==> config.mk <==
export PLATFORM = sky130hd
export DESIGN_NAME = gpu_cmd_unit
export DESIGN_NICKNAME = d
export VERILOG_FILES = /design/src/rtl/gpu_cmd_unit.sv
export SDC_FILE = /design/constraint.sdc
export NUM_CORES = 1
export LEC_CHECK = 0
export CAP_MARGIN = 20
export CELL_PAD_IN_SITES_DETAIL_PLACEMENT = 1
export CELL_PAD_IN_SITES_GLOBAL_PLACEMENT = 2
export CORE_MARGIN = 2
export CORE_UTILIZATION = 35
export CTS_BUF_LIST = sky130_fd_sc_hd__clkbuf_4
export DETAILED_ROUTE_END_ITERATION = 8
export PLACE_DENSITY_LB_ADDON = 0.1
export SYNTH_ARGS = -nofsm -noshare
export SYNTH_HDL_FRONTEND = slang
export SYNTH_SLANG_ARGS = --single-unit
==> constraint.sdc <==
create_clock -name Clk -period 8.4 [get_ports Clk]
set_input_delay 1.68 -clock Clk [delete_from_list [all_inputs] [get_ports Clk]]
set_output_delay 1.68 -clock Clk [all_outputs]
set_load 0.01 [all_outputs]
==> src/rtl/gpu_cmd_unit.sv <==
// GPU command executor: handshaked commands over a double-buffered RGB565 frame buffer.
// Optional build macro GPU_PERF_EN adds the perf_cycles busy-cycle counter output.
module gpu_cmd_unit #(
    parameter int FB_WORDS = 4800,
    parameter int ADDR_W   = 13
) (
    input  logic              Clk,
    input  logic              Reset_n,
    input  logic [2:0]        command,
    input  logic [1:0]        command_ready,
    output logic [1:0]        command_received,
    input  logic [15:0]       op_a,
    input  logic [15:0]       op_b,
    output logic [ADDR_W:0]   fb_addr,
    output logic              fb_re,
    input  logic [15:0]       fb_rdata,
    output logic              fb_we,
    output logic [15:0]       fb_wdata,
    output logic              front_sel,
    output logic              busy
`ifdef GPU_PERF_EN
    ,
    output logic [31:0]       perf_cycles
`endif
);

    localparam logic [2:0] CMD_WPIX  = 3'b000;
    localparam logic [2:0] CMD_INV   = 3'b001;
    localparam logic [2:0] CMD_GRSC  = 3'b010;
    localparam logic [2:0] CMD_BRTN  = 3'b011;
    localparam logic [2:0] CMD_RANGE = 3'b100;
    localparam logic [2:0] CMD_PUB   = 3'b110;

    localparam logic [ADDR_W-1:0] LAST_IDX   = ADDR_W'(FB_WORDS - 1);
    localparam logic [ADDR_W:0]   FB_WORDS_W = (ADDR_W + 1)'(FB_WORDS);

    typedef enum logic [2:0] {
        S_IDLE = 3'd0,
        S_WPIX = 3'd1,
        S_RD   = 3'd2,
        S_WR   = 3'd3,
        S_ACK  = 3'd4,
        S_FIN  = 3'd5
    } state_t;

    state_t              state_r, state_s;
    logic [2:0]          cmd_r;
    logic [ADDR_W-1:0]   op_a_idx_r;
    logic [5:0]          op_a_lo_r;
    logic [15:0]         op_b_r;
    logic [ADDR_W-1:0]   idx_r, idx_s;
    logic                front_sel_r;
    logic                latch_s;
    logic                toggle_s;
    logic                wpix_ok_s;

    // Brightness: channel plus signed offset, clamped to the 6-bit range.
    function automatic logic [5:0] sat_add(input logic [5:0] c, input logic [5:0] d);
        logic signed [7:0] s;
        s = $signed({2'b00, c}) + $signed({{2{d[5]}}, d});
        if (s < 8'sd0) begin
            sat_add = 6'd0;
        end else if (s > 8'sd63) begin
            sat_add = 6'd63;
        end else begin
            sat_add = s[5:0];
        end
    endfunction

    function automatic logic [5:0] clamp6(input logic [5:0] c, input logic [5:0] lo,
                                          input logic [5:0] hi);
        if (lo > hi) begin
            clamp6 = hi;
        end else if (c < lo) begin
            clamp6 = lo;
        end else if (c > hi) begin
            clamp6 = hi;
        end else begin
            clamp6 = c;
        end
    endfunction

    // Channels are handled at 6 bits; R and B widen by replicating their MSB.
    function automatic logic [15:0] pixel_op(input logic [2:0] cmd, input logic [15:0] p,
                                             input logic [5:0] a, input logic [5:0] b);
        logic [5:0] r6, g6, b6, y;
        logic [7:0] sum;
        logic [5:0] rn, gn, bn;
        r6  = {p[15:11], p[15]};
        g6  = p[10:5];
        b6  = {p[4:0], p[4]};
        sum = {2'b00, r6} + {1'b0, g6, 1'b0} + {2'b00, b6};
        y   = 6'(sum >> 2);
        rn  = 6'd0;
        gn  = 6'd0;
        bn  = 6'd0;
        case (cmd)
            CMD_INV:  pixel_op = ~p;
            CMD_GRSC: pixel_op = {y[5:1], y, y[5:1]};
            CMD_BRTN: begin
                rn = sat_add(r6, a);
                gn = sat_add(g6, a);
                bn = sat_add(b6, a);
                pixel_op = {rn[5:1], gn, bn[5:1]};
            end
            CMD_RANGE: begin
                rn = clamp6(r6, a, b);
                gn = clamp6(g6, a, b);
                bn = clamp6(b6, a, b);
                pixel_op = {rn[5:1], gn, bn[5:1]};
            end
            default:  pixel_op = p;
        endcase
    endfunction

    // Next-state logic; the command and operands only matter in IDLE.
    always_comb begin
        state_s  = state_r;
        idx_s    = idx_r;
        latch_s  = 1'b0;
        toggle_s = 1'b0;
        case (state_r)
            S_IDLE: begin
                if (command_ready == 2'b01) begin
                    latch_s = 1'b1;
                    idx_s   = {ADDR_W{1'b0}};
                    case (command)
                        CMD_WPIX:                              state_s = S_WPIX;
                        CMD_INV, CMD_GRSC, CMD_BRTN, CMD_RANGE: state_s = S_RD;
                        CMD_PUB: begin
                            toggle_s = 1'b1;
                            state_s  = S_ACK;
                        end
                        default:                               state_s = S_ACK;
                    endcase
                end else if (command_ready == 2'b10) begin
                    state_s = S_FIN;
                end else begin
                    state_s = S_IDLE;
                end
            end
            S_WPIX: state_s = S_ACK;
            S_RD:   state_s = S_WR;
            S_WR: begin
                if (idx_r == LAST_IDX) begin
                    state_s = S_ACK;
                end else begin
                    idx_s   = idx_r + ADDR_W'(1);
                    state_s = S_RD;
                end
            end
            S_ACK: begin
                if (command_ready == 2'b01) begin
                    state_s = S_ACK;
                end else begin
                    state_s = S_IDLE;
                end
            end
            S_FIN: begin
                if (command_ready == 2'b10) begin
                    state_s = S_FIN;
                end else begin
                    state_s = S_IDLE;
                end
            end
            default: state_s = S_IDLE;
        endcase
    end

    // State, pixel index, latched operands and displayed-buffer select.
    always_ff @(posedge Clk or negedge Reset_n) begin
        if (!Reset_n) begin
            state_r     <= S_IDLE;
            idx_r       <= {ADDR_W{1'b0}};
            cmd_r       <= 3'b111;
            op_a_idx_r  <= {ADDR_W{1'b0}};
            op_a_lo_r   <= 6'd0;
            op_b_r      <= 16'h0000;
            front_sel_r <= 1'b0;
        end else begin
            state_r <= state_s;
            idx_r   <= idx_s;
            if (latch_s) begin
                cmd_r      <= command;
                op_a_idx_r <= op_a[ADDR_W-1:0];
                op_a_lo_r  <= op_a[5:0];
                op_b_r     <= op_b;
            end
            if (toggle_s) begin
                front_sel_r <= ~front_sel_r;
            end
        end
    end

    assign wpix_ok_s = ({1'b0, op_a_idx_r} < FB_WORDS_W);

    // Frame-buffer strobes and handshake outputs decoded from the state register.
    always_comb begin
        fb_re            = 1'b0;
        fb_we            = 1'b0;
        fb_addr          = {(ADDR_W + 1){1'b0}};
        fb_wdata         = 16'h0000;
        command_received = 2'b00;
        case (state_r)
            S_WPIX: begin
                fb_we    = wpix_ok_s;
                fb_addr  = {~front_sel_r, op_a_idx_r};
                fb_wdata = op_b_r;
            end
            S_RD: begin
                fb_re   = 1'b1;
                fb_addr = {~front_sel_r, idx_r};
            end
            S_WR: begin
                fb_we    = 1'b1;
                fb_addr  = {~front_sel_r, idx_r};
                fb_wdata = pixel_op(cmd_r, fb_rdata, op_a_lo_r, op_b_r[5:0]);
            end
            S_ACK:   command_received = 2'b01;
            S_FIN:   command_received = 2'b10;
            default: command_received = 2'b00;
        endcase
    end

    assign front_sel = front_sel_r;
    assign busy      = (state_r != S_IDLE);

`ifdef GPU_PERF_EN
    // Busy-cycle counter, saturating at all ones.
    always_ff @(posedge Clk or negedge Reset_n) begin
        if (!Reset_n) begin
            perf_cycles <= 32'h0000_0000;
        end else if (busy && (perf_cycles != 32'hFFFF_FFFF)) begin
            perf_cycles <= perf_cycles + 32'd1;
        end else begin
            perf_cycles <= perf_cycles;
        end
    end
`endif

endmodule

Word-level counts from Yosys, hierarchy flattened. Cells that the tools add are included.

Bits of input ports: 55. Register bits after elaboration: 55. Output and inout bits: 36. Logic and storage cells: 90.

Reduce and logical (&&, ||, !) cells: 7. Bitwise operators: 2. Eq/ne operators: 19. $lt $le $gt $ge: 14. Mux-type cells: 35. $add $sub $neg: 6.

Operators with widths (count): two-way mux 6 bit (15); case mux 16 bit (4 select lines) (1); case mux 16 bit (2 select lines) (1); case mux 14 bit (2 select lines) (1); two-way mux 13 bit (2); case mux 13 bit (2 select lines) (1); adder 7 x 6 -> 8 bit (3); > comparator 6 bit (4); > comparator 8 x 7 -> 1 bit, second input constant (3); less-than comparator 8 x 1 -> 1 bit, second input constant (3); equality test 3 x 2 -> 1 bit, second input constant (6); less-than comparator 6 bit (3); case mux 3 bit (6 select lines) (1); NOT 16 bit (1); equality test 3 bit, second input constant (5); adder 13 x 1 -> 13 bit, second input constant (1); equality test 13 bit, second input constant (1); less-than comparator 13 bit, second input constant (1); two-way mux 3 bit (4); equality test 3 x 1 -> 1 bit, second input constant (3); adder 6 x 7 -> 8 bit (1); adder 8 x 6 -> 8 bit (1); logical NOT 3 bit (2); two-way mux 1 bit (6); 12 further kinds (13).

Longest topological paths before layout. Gate-level depths: netlist of run 1.

Word-level depth: 6. Mapped depth: 10. Gate-level depth less buffers: 10.

Least setup slack after synthesis of run 1. OpenSTA, ideal clock, no wires.

Path kind: input -> output. Start point: in fb_rdata[0]. End point: out fb_wdata[2]. Path buffers: 0. Path slack: 2.829 ns. Arrival: 3.891 ns. Required time: 6.720 ns. Stages: 10. Path through: fa_1 > and3_1 > fa_1 > a21o_1 > a21oi_1 > xor2_1 > a21oi_1 > o221ai_1 > a211oi_1 > a221o_1.

Longest elaborated chain between the ends: 6. Elaborated cells between the ends (all ways): 13. Classes of those cells: 2 x add/sub; 4 x order compare; 7 x mux.

Ends and longest elaborated chain: start: declaration (line 16) `input logic [15:0] fb_rdata,`; adder 7 x 6 -> 8 bit / > comparator 6 bit (equally long branches) (line 60, 76); > comparator 8 x 7 -> 1 bit / two-way mux 6 bit (equally long branches) (line 63, 76); two-way mux 6 bit, on equally long branches (line 63, 74); two-way mux 6 bit, on equally long branches (line 61, 72); case mux 16 bit (4 select lines) (*) (line 97) `case (cmd)`; case mux 16 bit (2 select lines) (*) (line 204) `case (state_r)`; end: declaration (line 18) `output logic [15:0] fb_wdata,`.

Every way passes the cells marked *; elsewhere a longest branch is shown, timed or not.

Worst setup path after layout of run 1.
Start point: in fb_rdata[6]. End point: out fb_wdata[14].

Longest elaborated chain between the ends: 4.

Ends and longest elaborated chain: adder 6 x 7 -> 8 bit (line 92) `sum = {2'b00, r6} + {1'b0, g6, 1'b0} + {2'b00, b6};`; adder 8 x 6 -> 8 bit (line 92); case mux 16 bit (4 select lines) (line 97); case mux 16 bit (2 select lines) (line 204).

No other way between the ends.

==> results of run 1 <==
[registers in the layout, indices dropped and copies added (netlist names)]
| register | cells |
|---|---|
| op_a_idx_r | 13 |
| front_sel | 1 |
| idx_r | 13 |
| state_r | 3 |
| op_b_r | 16 |
| cmd_r | 3 |
[power by group]
part	internal [W]	leakage (nW)	total [W]	switching [W]
Sequential	0.000325	0.623	0.000514	0.000189
Clock	0.0000937	0.0558	0.000182	0.0000884
Combinational	0.000612	2.21	0.00156	0.000951
Total	0.00103	2.89	0.00226	0.00123
[cell type report]
cell class / count / area share [%]
antenna: 1 / 0.0359
clock buffer: 5 / 0.539
clock inverter: 3 / 0.988
inverter: 33 / 1.78
multi-input combinational: 630 / 60.8
sequential: 49 / 17.7
tap: 216 / 3.88
timing repair buffer: 103 / 14.3
[layer usage]
metal  vias to the layer above  part of all wire, %  wire length [um]  GRT usage (%)
li1                       2858                    -                 -              -
met1                      3000                   45             10100           34.0
met2                       153                   48             10700           44.0
met3                        39                  3.8               849           2.85
met4                         0                  2.8               630           8.33
met5                         -                    0                 0              0
[stage by stage]
stage	std cells	power [W]
after floorplan	743	0.00149
after global placement	1029	0.00198
after detailed placement	1030	0.00206
after CTS	1038	0.00225
after global routing	1040	0.00244
final	1040	0.00226
[logic make-up after synthesis]
logic type | share of synthesized area, %
buffers and inverters | 4.53
flip-flops | 21.5
adder cells (fa/ha/maj) | 17.4
AND/OR/NAND/NOR | 24.5
multiplexers | 0.920
AO/OA/AOI/OAI | 27.9
XOR/XNOR | 3.22
[worst register-to-register path, delay by kind of cell, from the launching register on]
family        cells  cell delay, ps
xor+xnor          1             150
fa+ha+maj         1             190
flops             1             480
simple gates      6            1340
[worst max-delay path by stage]
stage                   end  slack, ps         from  cells past startpoint
2_1_floorplan   fb_wdata[2]       2830  fb_rdata[0]                     10
3_3_place_gp   fb_wdata[14]       1060  fb_rdata[6]                     11
3_5_place_dp   fb_wdata[14]       1110  fb_rdata[6]                     11
4_1_cts        fb_wdata[14]       1070  fb_rdata[6]                     11
5_1_grt        fb_wdata[14]        910  fb_rdata[6]                     11
6_report       fb_wdata[14]       1070  fb_rdata[6]                     11
[layout by cell type (no fill, tap or decap), drive strengths merged, types with 8 or more instances in the layout]
master	netlist	routed
nand2	117	117
nand3	28	28
or3	10	10
nor3	15	15
inv	32	33
buf	11	17
nor2b	10	10
fa	9	9
o211ai	14	14
nor2	60	60
a21oi	53	53
ha	65	65
nand4	11	11
dfrtp	46	46
clkdlybuf4s50	0	86
xor2	10	10
o21ai	76	76
a22o	14	14
o221ai	8	8
nand2b	14	14
xnor2	11	11
==> results_dict.tcl, run 1 <==
set metrics [dict create \
    start_util_pct 35.8 \
    fmax_mhz 137 \
    relSlewSlack_pct 36.3 \
    synth_top_area_cell "dfrtp_1" \
    regArea_um2 1230 \
    yosys_warnings 0 \
    synth_most_common_cell "nand2_1" \
    post_cts_buffers 0 \
    syn-instance-count 743 \
    vias_per_cell 5.82 \
    die_area_um2 17400 \
    post_dp_cell_area_um2 6850 \
    startpoint_type "input pin" \
    fin_worst_skew_ps 19.7 \
    clkSinkCount 49 \
    reg2reg_slack_ps 6130 \
    drive_gt1_share_pct 6.32 \
    multi_input_area_um2 4230 \
    synth_seq_cells 49 \
    whs_path_depth 2 \
    vias 6050 \
    syn_area_per_cell_um2 7.69 \
    timing.rr.end "idx_r[3]" \
    whs_ps 498 \
    io-pin-count 91 \
    postRouteAntennaNets 0 \
    drt_first_pass_iters 4 \
    pre_cts_ws_ps 1110 \
    syn-num-nets 872 \
    synth_top_area_share_pct 20.2 \
    hpwl_um 17200 \
    die_h_um 132 \
    syn_area_um2 5710 \
    syn2layout_area_growth_pct 21.9 \
    wl_per_cell_um 21.4 \
    path_class "input pin to primary output" \
    finalCriticalPeriod_ps 7330 \
    grt_pass1_wl_um 35400 \
    grtUsageTotal_pct 25.7 \
    cts_hold_buf 0 \
    final_util_pct 43.7 \
    drc_errors 0 \
    setup_viol 0 \
    seq_area_frac_synth_pct 21.5 \
    synth_area_leaders "dfrtp_1 20%, ha_1 14%, nand2_1 7.7%" \
    critPathArrivalTime_ps 5650 \
    rsz0062_at_grt "no" \
    core_area_um2 15900 \
    cp_top_family "compound AO/OA/AOI/OAI gates" \
    yosysUniqueCellTypes 79 \
    synth_commonest_cells "117 x nand2_1, 68 x o21ai_0, 65 x ha_1, 58 x nor2_1, 51 x a21oi_1" \
    grt_max_degree 50 \
    worst_setup_path_end_kind "primary output" \
    drtIter0Drc 291 \
    htree_levels 2 \
    die_x_um 132 \
    antenna_found_initial 1 \
    postLayoutCellArea_um2 6960 \
    worst-path-buf-inv 2 \
    fin_ws_ps 1070 \
    cts_tree "done" \
    async_reset_ff_share_pct 100 \
    path_cells "clkdlybuf4s50_1 > fa_1 > ha_1 > a41o_1 > a21o_1 > a21oi_1 > mux2i_1 > o21ai_0 > o21ai_0 > nand4b_1 > clkdlybuf4s50_1" \
    holdPathEnd "op_b_r[6]" \
    cts.path.max_buffers 2 \
    p_leak_nw 2.89 \
    postCtsResizedCells 0 \
    ir_drop_v 0.000154 \
    tritoncts.num_buffers 5 \
    finalCritPeriodShare_pct 87.2 \
    routabilityCongestion 0.926 \
    powerDensity_nw_per_um2 324 \
    slowest_delay_ps 740 \
    min_path_type "register to register" \
    grt_pass1_vias 6224 \
    row_count 46 \
    finalHoldViolations 0 \
    path_clk_slew_ps 140 \
    hold_start "op_b_r[6]" \
    tightest_slew_ps 955 \
    synth_edf_count 0 \
    yosys_most_used_dff "dfrtp_1" \
    worstSkewPairLatency_ps 420 \
    required_ps 6720 \
    outcome "completed" \
    overflow 0 \
    drt-total-wl_um 22300 \
    port_buffers 87 \
    worstReg2RegStart "idx_r[0]" \
    cts_root_buffer "clkbuf_4" \
    crit_path_top_delay_cell "clkdlybuf4s50_1" \
    final_nets 951 \
    reg2reg_depth 8 \
    fillers 1964 \
    cp_max_fo 8 \
    maxCapViolCount 0 \
    final_max_slew_viol_count 0 \
    fin_tns_setup_ps 0 \
]
No activity file was read; power rests on OpenSTA's default activity.
==> run 2: changes to the inputs <==
Settings changed: CORE_MARGIN 2 to 3.
==> run 2 against run 1 <==
  * Clock-buffer cell count unchanged
  * Global-route usage down 0.45 points
  * Critical path depth up 1
  * Power down 1.5%
  * Sequential power about the same
  * Worst setup slack better by 110 ps
  * Sequential cell count unchanged
  * Sequential share of layout area up 0.18 points
  * Via count down 0.64%
  * Combinational power about the same
  * Routed wire length up 1.4%
  * First-iteration DRC count up 8.9%
  * Critical path type unchanged
  * Critical endpoint is now fb_wdata[2]
  * Largest power group unchanged
==> results_dict.tcl, run 2 (synthesized netlist as in run 1, its figures left out) <==
set metrics [dict create \
    port_buffers 87 \
    grt_pass1_wl_um 35900 \
    cts_hold_buf 0 \
    regMostFlops "op_b_r" \
    routabilityCongestion 0.895 \
    antenna_found_initial 0 \
    seq_power_share_pct 23.1 \
    wl_per_cell_um 21.9 \
    die_x_um 134 \
    cts.path.max_buffers 2 \
    tightest_slew_ps 1030 \
    combPwrFrac_pct 70.2 \
    core_area_um2 15900 \
    syn2layout_area_growth_pct 20.7 \
    fin_tns_setup_ps 0 \
    post_cts_buffers 0 \
    largest_reg_flops 16 \
    cp_max_fo 10 \
    final_cell_mix "117 x nand2_1, 86 x clkdlybuf4s50_1, 68 x o21ai_0, 65 x ha_1, 58 x nor2_1" \
    worst_setup_path_end_kind "primary output" \
    path_clk_slew_ps 140 \
    cts_root_buffer "clkbuf_4" \
    worstSkewPairLatency_ps 400 \
    io-pin-count 91 \
    multi_input_area_um2 4240 \
    clockPowerShare_pct 6.7 \
    path_cells "clkdlybuf4s50_1 > fa_1 > and3_1 > fa_1 > a21o_1 > a21oi_1 > xor2_1 > a21oi_1 > o221ai_1 > a211oi_1 > a221o_1 > clkdlybuf4s50_1" \
    fin_worst_skew_ps 15.8 \
    postRouteAntennaNets 0 \
    antenna_cells 0 \
    reg2reg_slack_ps 6100 \
    finalHoldViolations 0 \
    whs_ps 494 \
    reg_top3 "op_b_r (16), idx_r (13), op_a_idx_r (13)" \
    overflow 0 \
    drive_gt1_share_pct 5.87 \
    hpwl_um 17400 \
    start_util_pct 35.8 \
    startpoint_type "input pin" \
    hold_start "op_b_r[8]" \
    row_count 46 \
    rsz0062_at_grt "no" \
    pre_cts_ws_ps 1190 \
    drtIter0Drc 317 \
    finalCritPeriodShare_pct 85.9 \
    final_cells 1034 \
    ir_drop_v 0.000139 \
    slowest_delay_ps 830 \
    drt-total-wl_um 22600 \
    die_area_um2 17900 \
    vias 6011 \
    sw_frac_of_total_pct 55.4 \
    grt_max_degree 50 \
    p_leak_nw 2.86 \
    path_class "input pin to primary output" \
    clkSinkCount 49 \
    die_h_um 134 \
    setup_viol 0 \
    min_path_type "register to register" \
    finalCriticalPeriod_ps 7220 \
    switching_power_w 0.00123 \
    dpl.cell_count 1025 \
    relSlewSlack_pct 30.7 \
    cts_tree "done" \
    crit_path_top_delay_cell "clkdlybuf4s50_1" \
    fillers 1976 \
    powerDensity_nw_per_um2 323 \
    tritoncts.num_buffers 5 \
    fin_ws_ps 1180 \
    grtUsageTotal_pct 25.3 \
    final_common_cell "nand2_1" \
    outcome "completed" \
    cp-startpoint "fb_rdata[0]" \
    drc_errors 0 \
    required_ps 6720 \
    worstReg2RegStart "state_r[2]" \
    final_max_slew_viol_count 0 \
    vias_per_cell 5.81 \
    fmax_mhz 139 \
    drt_first_pass_iters 4 \
    critPathArrivalTime_ps 5540 \
    maxCapViolCount 0 \
    p_int_w 0.000992 \
    grt_pass1_vias 6270 \
    htree_levels 2 \
    regArea_um2 1230 \
    final_nets 946 \
    postCtsResizedCells 0 \
    power_w 0.00222 \
]
## run 2: cell count changes in the layout (fill, tap and decap cells not counted), sizes merged
cell    delta
bufinv     -1
diode      -1
buf        -5
clkinv     +1
## run 2: layer usage
layer	wire length (um)	global-route usage, %
met5	0	0
met4	478	6.06
met3	850	2.49
met2	10600	42.6
met1	10600	35.0
## run 2: cell type report
cell class / instances / share of cell area [%]
inverters: 33 / 1.80
multi-input cells: 630 / 61.5
clock buffers: 5 / 0.544
well taps: 216 / 3.92
flip-flops and latches: 49 / 17.8
repair buffers: 98 / 13.8
clock inverters: 3 / 0.635
## run 2: path summary, 6_finish.rpt
kind	cells past startpoint	end
min reg2reg	2	op_b_r[8]
min in group asynchronous	2	op_a_idx_r[4]
max in group asynchronous	2	op_b_r[8]
min	2	op_b_r[8]
max	12	fb_wdata[2]
max reg2reg	5	idx_r[7]
## run 2: stage by stage
stage / instance area [um^2] / util [%]
after floorplan: 5710 / -
after global placement: 6810 / 42.7
after detailed placement: 6810 / 42.7
after CTS: 6890 / 43.2
after global routing: 6890 / 43.2
final: 6890 / 43.2
## run 2: worst max-delay path: cells and delay by family
kind,cells,cell delay [ps]
AO/OA/AOI/OAI,6,1240
buffers and inverters,2,1380
XOR/XNOR,1,110
adder cells (fa/ha/maj),2,940
AND/OR/NAND/NOR,1,210
## run 2: power groups by stage
stage          Combinational [W]  Clock (W)  Sequential [W]
3_5_place_dp             0.00154          0        0.000516
5_1_grt                  0.00173   0.000164        0.000528
2_1_floorplan            0.00109          0        0.000404
6_report                 0.00156   0.000149        0.000514
4_1_cts                  0.00155   0.000156        0.000510
3_3_place_gp             0.00148          0        0.000514
